===== src/rtl/regfile_write_arbiter.sv =====
// Two-requester arbiter for the register file's single write port: per-requester holding slot,
// A-priority with forced B after STARVE_LIMIT contended cycles. Optional stats via REGFILE_WR_STATS_EN.

module regfile_wr_slot (
  input  logic        clk,
  input  logic        rst,
  input  logic        valid,
  input  logic [2:0]  dest,
  input  logic [15:0] data,
  input  logic        grant,
  output logic        ready,
  output logic        full,
  output logic [2:0]  slot_dest,
  output logic [15:0] slot_data
);
  // A granted slot frees this edge, so it can take a new entry at the same time.
  assign ready = !full || grant;

  always_ff @(posedge clk or posedge rst) begin
    if (rst) begin
      full      <= 1'b0;
      slot_dest <= '0;
      slot_data <= '0;
    end else if (valid && ready) begin
      full      <= 1'b1;
      slot_dest <= dest;
      slot_data <= data;
    end else if (grant) begin
      full      <= 1'b0;
    end
  end
endmodule

module regfile_write_arbiter #(
  parameter int STARVE_LIMIT = 4,
  parameter int CNT_W        = 3,
  parameter int STATS_W      = 16
) (
  input  logic               clk,
  input  logic               rst,
  input  logic               a_valid,
  output logic               a_ready,
  input  logic [2:0]         a_dest,
  input  logic [15:0]        a_data,
  input  logic               b_valid,
  output logic               b_ready,
  input  logic [2:0]         b_dest,
  input  logic [15:0]        b_data,
  output logic               reg_write_en,
  output logic [2:0]         reg_write_dest,
  output logic [15:0]        reg_write_data,
  output logic [7:0]         pending_mask
`ifdef REGFILE_WR_STATS_EN
  ,
  output logic [STATS_W-1:0] a_commit_cnt,
  output logic [STATS_W-1:0] b_commit_cnt,
  output logic [STATS_W-1:0] r0_drop_cnt
`endif
);
  if (STARVE_LIMIT < 1 || STARVE_LIMIT > (1 << CNT_W) - 1 || STATS_W < 1) begin : g_param_check
    $error("regfile_write_arbiter: illegal STARVE_LIMIT/CNT_W/STATS_W");
  end

  logic        a_full, b_full, grant_a, grant_b, starve;
  logic [2:0]  a_sdest, b_sdest;
  logic [15:0] a_sdata, b_sdata;
  logic [CNT_W-1:0] cnt;

  regfile_wr_slot u_slot_a (
    .clk(clk), .rst(rst), .valid(a_valid), .dest(a_dest), .data(a_data), .grant(grant_a),
    .ready(a_ready), .full(a_full), .slot_dest(a_sdest), .slot_data(a_sdata)
  );

  regfile_wr_slot u_slot_b (
    .clk(clk), .rst(rst), .valid(b_valid), .dest(b_dest), .data(b_data), .grant(grant_b),
    .ready(b_ready), .full(b_full), .slot_dest(b_sdest), .slot_data(b_sdata)
  );

  assign starve  = (cnt == CNT_W'(STARVE_LIMIT));
  assign grant_a = a_full && !(b_full && starve);
  assign grant_b = b_full && (!a_full || starve);

  // Counts only cycles where B waits behind A; any other cycle resets it.
  always_ff @(posedge clk or posedge rst) begin
    if (rst)                    cnt <= '0;
    else if (b_full && grant_a) cnt <= cnt + 1'b1;
    else                        cnt <= '0;
  end

  always_ff @(posedge clk or posedge rst) begin
    if (rst) begin
      reg_write_en   <= 1'b0;
      reg_write_dest <= '0;
      reg_write_data <= '0;
    end else if (grant_a) begin
      reg_write_en   <= (a_sdest != 3'd0);
      reg_write_dest <= a_sdest;
      reg_write_data <= a_sdata;
    end else if (grant_b) begin
      reg_write_en   <= (b_sdest != 3'd0);
      reg_write_dest <= b_sdest;
      reg_write_data <= b_sdata;
    end else begin
      reg_write_en   <= 1'b0;
    end
  end

  always_comb begin
    pending_mask = '0;
    if (a_full)       pending_mask[a_sdest]        = 1'b1;
    if (b_full)       pending_mask[b_sdest]        = 1'b1;
    if (reg_write_en) pending_mask[reg_write_dest] = 1'b1;
    pending_mask[0] = 1'b0;
  end

`ifdef REGFILE_WR_STATS_EN
  always_ff @(posedge clk or posedge rst) begin
    if (rst) begin
      a_commit_cnt <= '0;
      b_commit_cnt <= '0;
      r0_drop_cnt  <= '0;
    end else begin
      if (grant_a) a_commit_cnt <= a_commit_cnt + 1'b1;
      if (grant_b) b_commit_cnt <= b_commit_cnt + 1'b1;
      if ((grant_a && a_sdest == 3'd0) || (grant_b && b_sdest == 3'd0))
        r0_drop_cnt <= r0_drop_cnt + 1'b1;
    end
  end
`endif
endmodule


===== config.mk =====
export PLATFORM = sky130hd
export DESIGN_NAME = regfile_write_arbiter
export DESIGN_NICKNAME = d
export VERILOG_FILES = /design/src/rtl/regfile_write_arbiter.sv
export SDC_FILE = /design/constraint.sdc
export NUM_CORES = 1
export LEC_CHECK = 0
export BUFFER_PORTS_ARGS = -buffer_cell sky130_fd_sc_hd__buf_2
export CORE_MARGIN = 2
export CORE_UTILIZATION = 50
export CTS_CLUSTER_DIAMETER = 120
export DETAILED_ROUTE_END_ITERATION = 8
export PLACE_DENSITY = 0.84
export SKIP_CTS_REPAIR_TIMING = 1
export SLEW_MARGIN = 15
export SYNTH_ARGS = -nofsm -noshare
export SYNTH_HDL_FRONTEND = slang
export SYNTH_SLANG_ARGS = --single-unit

===== constraint.sdc =====
create_clock -name clk -period 3.38 [get_ports clk]
set_input_delay 1.014 -clock clk [delete_from_list [all_inputs] [get_ports clk]]
set_output_delay 1.014 -clock clk [all_outputs]
set_load 0.005 [all_outputs]

* Yosys cells after proc, flatten, opt, wreduce, memory -nomap -nowiden
Index checks and enable logic that the tools add are counted.
W data, S select, Z words.
** Word-level totals
- Register bits :: 63
- Latch bits :: 0
- Memory bits (writable) :: 0
- Bits in read-only memories :: 0
- Input port bits :: 42
- Output and inout bits :: 30
- Logic and storage cells :: 60
- Memories :: 0
** Cells by class
- Add/subtract/negate cells :: 1
- Multiply operators :: 0
- Div/mod/pow operators :: 0
- $lt $le $gt $ge :: 6
- Equality and inequality tests :: 1
- Shifts and indexed selects :: 0
- Muxes and demuxes :: 20
- Bitwise operators :: 2
- Reduce and logical (&&, ||, !) cells :: 20
** Operators by type and width (count)
- $mux W16 :: 2
- $mux W8 :: 3
- $or A8 B8 Y8 :: 2
- $lt A3 B4 Y1 const B :: 3
- $demux W1 S3 :: 3
- $ge A3 B1 Y1 const B :: 3
- $logic_and A1 B1 Y1 :: 9
- $mux W1 :: 9
- $mux W3 :: 3
- $reduce_bool A2 Y1 :: 3
- $reduce_bool A3 Y1 :: 2
- $add A3 B1 Y3 const B :: 1
- $eq A3 B3 Y1 const B :: 1
- $logic_not A1 Y1 :: 3
- $logic_or A1 B1 Y1 :: 3

* Depth between registers and ports, before layout
- Depth after elaboration :: 9
- Gate-level depth with buffers :: 7
- Mapped depth without buffers :: 5

* Hierarchy
Synthesis repeated with hierarchy kept, for this count alone.
** Second synthesis, totals
- Cells, all modules :: 237
- Area, all modules :: 3070.4 µm²
** By module, submodules not included
- regfile_wr_slot :: instances 2, cells an instance 44, area each 798.3 µm², seq. area each 500.5 µm²
- regfile_write_arbiter :: instances 1, cells an instance 149, area each 1473.9 µm², seq. area each 575.6 µm²

* Worst setup path before layout
No wires, ideal clock.
- Path kind :: register to output
- From :: register u_slot_b.full
- To :: output port pending_mask[1]
- Arrival :: 0.963 ns
- Data required time :: 2.366 ns
- Path slack :: 1.403 ns
- Cell stages (with the launch flop) :: 5
- Buffers on the path :: 1
- Cell sequence :: dfrtp_1 buf_2 nor2b_1 a31oi_1 o21ai_0
** Between the ends
- Cells in the longest elaborated chain, start to end :: 3
** RTL lines
- start, declared :: line 12 : output logic full,
- start signal, assigned :: line 21 : full <= 1'b0;
- start signal, assigned :: line 25 : full <= 1'b1;
- start signal, assigned :: line 29 : full <= 1'b0;
- $mux W8 (*) :: line 111 : if (b_full) pending_mask[b_sdest] = 1'b1;
- $or A8 B8 Y8 (no source line)
- $mux W8 (*) :: line 112 : if (reg_write_en) pending_mask[reg_write_dest] = 1'b1;
- end, declared :: line 52 : output logic [7:0] pending_mask
Mark *: on every way between the ends. The rest lies on a longest branch, timed or not.

* Worst setup path after layout
- From :: register u_slot_a.full
- To :: output port pending_mask[1]
** Between the ends
- Cells in the longest elaborated chain, start to end :: 5
** RTL lines
- start, declared :: line 12
- start signal, assigned :: line 21
- start signal, assigned :: line 25
- start signal, assigned :: line 29
- $mux W8 (*) :: line 110 : if (a_full) pending_mask[a_sdest] = 1'b1;
- $or A8 B8 Y8 (no source line)
- $mux W8 (*) :: line 111
- $or A8 B8 Y8 (no source line)
- $mux W8 (*) :: line 112
Marks and branches as above.

==> impl_metrics.env <==
export IMPL_layout_drive_gt1_share_pct=46.9
export IMPL_grt_pass1_wl_mm=9.63
export IMPL_yosys_top_cells_area="dfrtp_1 55%, mux2_2 12%, a221o_1 5.6%"
export IMPL_cp_end_kind="output port"
export IMPL_multi_input_area_um2=1120
export IMPL_rsz0062_at_grt="no"
export IMPL_via_per_inst=5.49
export IMPL_totalWireLength_mm=5.85
export IMPL_synth_cell_types=42
export IMPL_setup_violations=0
export IMPL_cp_max_fo=17
export IMPL_synth_warnings=0
export IMPL_synth_seq_cells=63
export IMPL_synthToLayoutAreaGrowth_pct=20.7
export IMPL_io_pins=72
export IMPL_clk_path_buf_depth=2
export IMPL_tightestPinTransition_ns=0.964
export IMPL_grt_pass1_vias=1974
export IMPL_post_route_cell_area_um2=3430
export IMPL_m1WireLength_mm=2.45
export IMPL_finalCriticalPeriod_ns=2.56
export IMPL_drt_initial_drc_count=128
export IMPL_clk_root_buffer_cell="clkbuf_8"
export IMPL_fillCellCount=452
export IMPL_peakVddDrop_v=0.000400
export IMPL_max_stage_delay_ns=0.64
export IMPL_hold_violations=0
export IMPL_worstHoldStart="cnt[0]"
export IMPL_rr_startpoint="u_slot_a.full"
export IMPL_ys_async_sr_fraction_pct=100
export IMPL_dr_wl_met2_mm=2.95
export IMPL_register_area_um2=1580
export IMPL_dp_hpwl_mm=3.92
export IMPL_clkTransAtPathRegs_ns=0.07
export IMPL_synthMuxAreaShare_pct=17.6
export IMPL_outcome="complete, no violations"
export IMPL_relSlewSlack_pct=35.5
export IMPL_synth_top_family_by_area="multiplexers"
export IMPL_core_um2=5510
export IMPL_row_count=27
export IMPL_yosysSeqAreaShare_pct=55.5
export IMPL_drt_pass1_iterations=4
export IMPL_cts_buffers=9
export IMPL_worst_skew_pair_late_latency_ns=0.32
export IMPL_synthSimpleGateAreaFrac_pct=10.0
export IMPL_p_per_area_nw_per_um2=568
export IMPL_synth_area_um2=2840
export IMPL_grt_max_degree=40
export IMPL_leakagePower_nw=1.63
export IMPL_h_tree_depth=3
export IMPL_tritoncts="done"
export IMPL_cp_cell_sequence="nor4bb_1 > a31oi_1 > o21ai_0 > buf_2"
export IMPL_antenna_cells=0
export IMPL_critPathSlowestCell="dfrtp_1"
export IMPL_skew_ns=0.00347
export IMPL_cap_viol_max_count=0
export IMPL_dieArea_um2=6300
export IMPL_globalplace_congestion=0.857
export IMPL_routedWlPerCell_um=16.2
export IMPL_cts_sinks=63
export IMPL_dieHeight_um=79.4
export IMPL_synth_fa_ha_area_share_pct=0.881
export IMPL_post_synth_top_area_cell="dfrtp_1"
export IMPL_startpoint_type="flop"
export IMPL_placed_cell_area_um2=3200
export IMPL_avgSynthCellArea_um2=13.2
export IMPL_antenna_found_initial=0
export IMPL_postSynthCellCount=215
export IMPL_min_path_type="flop to flop"
export IMPL_cp_required_ns=2.37
export IMPL_topRoutingLayerUsed="met4"
export IMPL_clock_fmax_ghz=0.391
export IMPL_overflow=0
export IMPL_start_util_pct=51.6
export IMPL_synth_edf_count=0
export IMPL_synthXorXnorAreaFrac_pct=0.308
export IMPL_grt_usage_pct=20.2
export IMPL_synth_top_cell_area_share_pct=55.5
export IMPL_startpoint="u_slot_a.full"
export IMPL_worst_setup_path_type="flop to output port"
export IMPL_slew_violations=0
export IMPL_route_vias_total=1987
export IMPL_synthesis_nets=259
export IMPL_drtAntennaViolNets=0
export IMPL_synth_ff_type="dfrtp_1"
export IMPL_synth_compound_area_share_pct=10.7
export IMPL_critPathArrivalTime_ns=1.54
export IMPL_fin_nets=329
export IMPL_drcViolationCount=0
export IMPL_fin_tns_setup_ns=0
export IMPL_port_buffers=70
export IMPL_dr_wl_met3_um=346
export IMPL_period_share_pct=75.6
export IMPL_die_w_um=79.4
-- where the power goes --
group	switching (W)	internal (W)	total, W
combinational	0.000126	0.000175	0.000302
clock	0.000273	0.000440	0.000714
sequential	0.0000805	0.000852	0.000932
total	0.000480	0.00147	0.00195
-- routing by layer --
metal / global-route usage, % / vias up
met3: 3.85 / 10
met4: 8.45 / 0
met1: 25.5 / 987
li1: - / 921
met2: 34.2 / 69
met5: 0 / -
-- path summary, 6_finish.rpt --
check | depth (start not counted) | endpoint | slack [ns]
max in group asynchronous | 3 | u_slot_a.slot_data[10] | 1.85
min in group asynchronous | 2 | u_slot_b.slot_data[8] | 0.83
worst min-delay path | 1 | cnt[0] | 0.46
worst min register to register | 1 | cnt[0] | 0.46
worst max-delay path | 4 | pending_mask[1] | 0.82
worst max register to register | 3 | u_slot_a.slot_data[15] | 1.51
-- registers in the layout (all words and copies together) (netlist names) --
name	flops
u_slot_b.slot_dest	3
reg_write_dest	3
reg_write_data	16
u_slot_a.slot_data	16
u_slot_b.slot_data	16
cnt	3
reg_write_en	1
u_slot_a.slot_dest	3
u_slot_b.full	1
u_slot_a.full	1
-- final cells by class --
| class | count | area share (%) |
|---|---|---|
| repair buffers | 73 | 10.9 |
| well taps | 72 | 2.63 |
| flip-flops and latches | 63 | 46.0 |
| multi-input cells | 128 | 32.8 |
| clock buffers | 14 | 5.62 |
| inverters | 10 | 1.09 |
| clock inverters | 2 | 1.02 |
-- synthesized netlist by cell type (3+ instances only) --
master	number
a21oi_1	3
a221o_1	16
and2_1	14
buf_6	4
clkbuf_1	5
dfrtp_1	63
inv_1	10
mux2_2	31
mux2_4	10
nand2_1	5
nand3_1	4
nand4_1	4
nor2_1	4
nor2b_1	3
o22ai_1	3
-- worst max-delay path, delay by kind of cell (launching register included) --
family,cells,cell delay (ns)
flops,1,0.64
simple gates,1,0.29
compound gates,2,0.15
buf+inv,1,0.13
-- per-stage QoR --
stage | utilization (%) | instances | setup slack [ns] | power, W | hold slack [ns]
after global routing | 62.3 | 362 | 0.728 | 0.00205 | 0.481
after CTS | 62.3 | 362 | 0.830 | 0.00196 | 0.468
after floorplan | - | 215 | 0.796 | 0.00113 | 0.432
after detailed placement | 58.1 | 346 | 1.19 | 0.00125 | 0.456
final | 62.3 | 362 | 0.823 | 0.00195 | 0.462
after global placement | 58.1 | 346 | 1.22 | 0.00123 | 0.444
-- cell families (layout without fill, tap and decap cells) --
kind of cell	after synthesis	after routing
flops	63	63
fa+ha+maj	2	2
compound gates	36	36
buf+inv	24	99
other cells	1	1
xor+xnor	1	1
simple gates	47	47
mux	41	41
-- layout by cell type (no fill, tap or decap), types with 4 or more instances in the layout --
master | netlist | final
inv_1 | 10 | 9
a221o_1 | 16 | 16
dfrtp_1 | 63 | 63
mux2_2 | 31 | 31
nor2_1 | 4 | 4
buf_2 | 2 | 70
and2_1 | 14 | 14
nand4_1 | 4 | 4
nand2_1 | 5 | 5
mux2_4 | 10 | 10
nand3_1 | 4 | 4
clkbuf_8 | 0 | 14
Power figures use the tool's default switching activity.
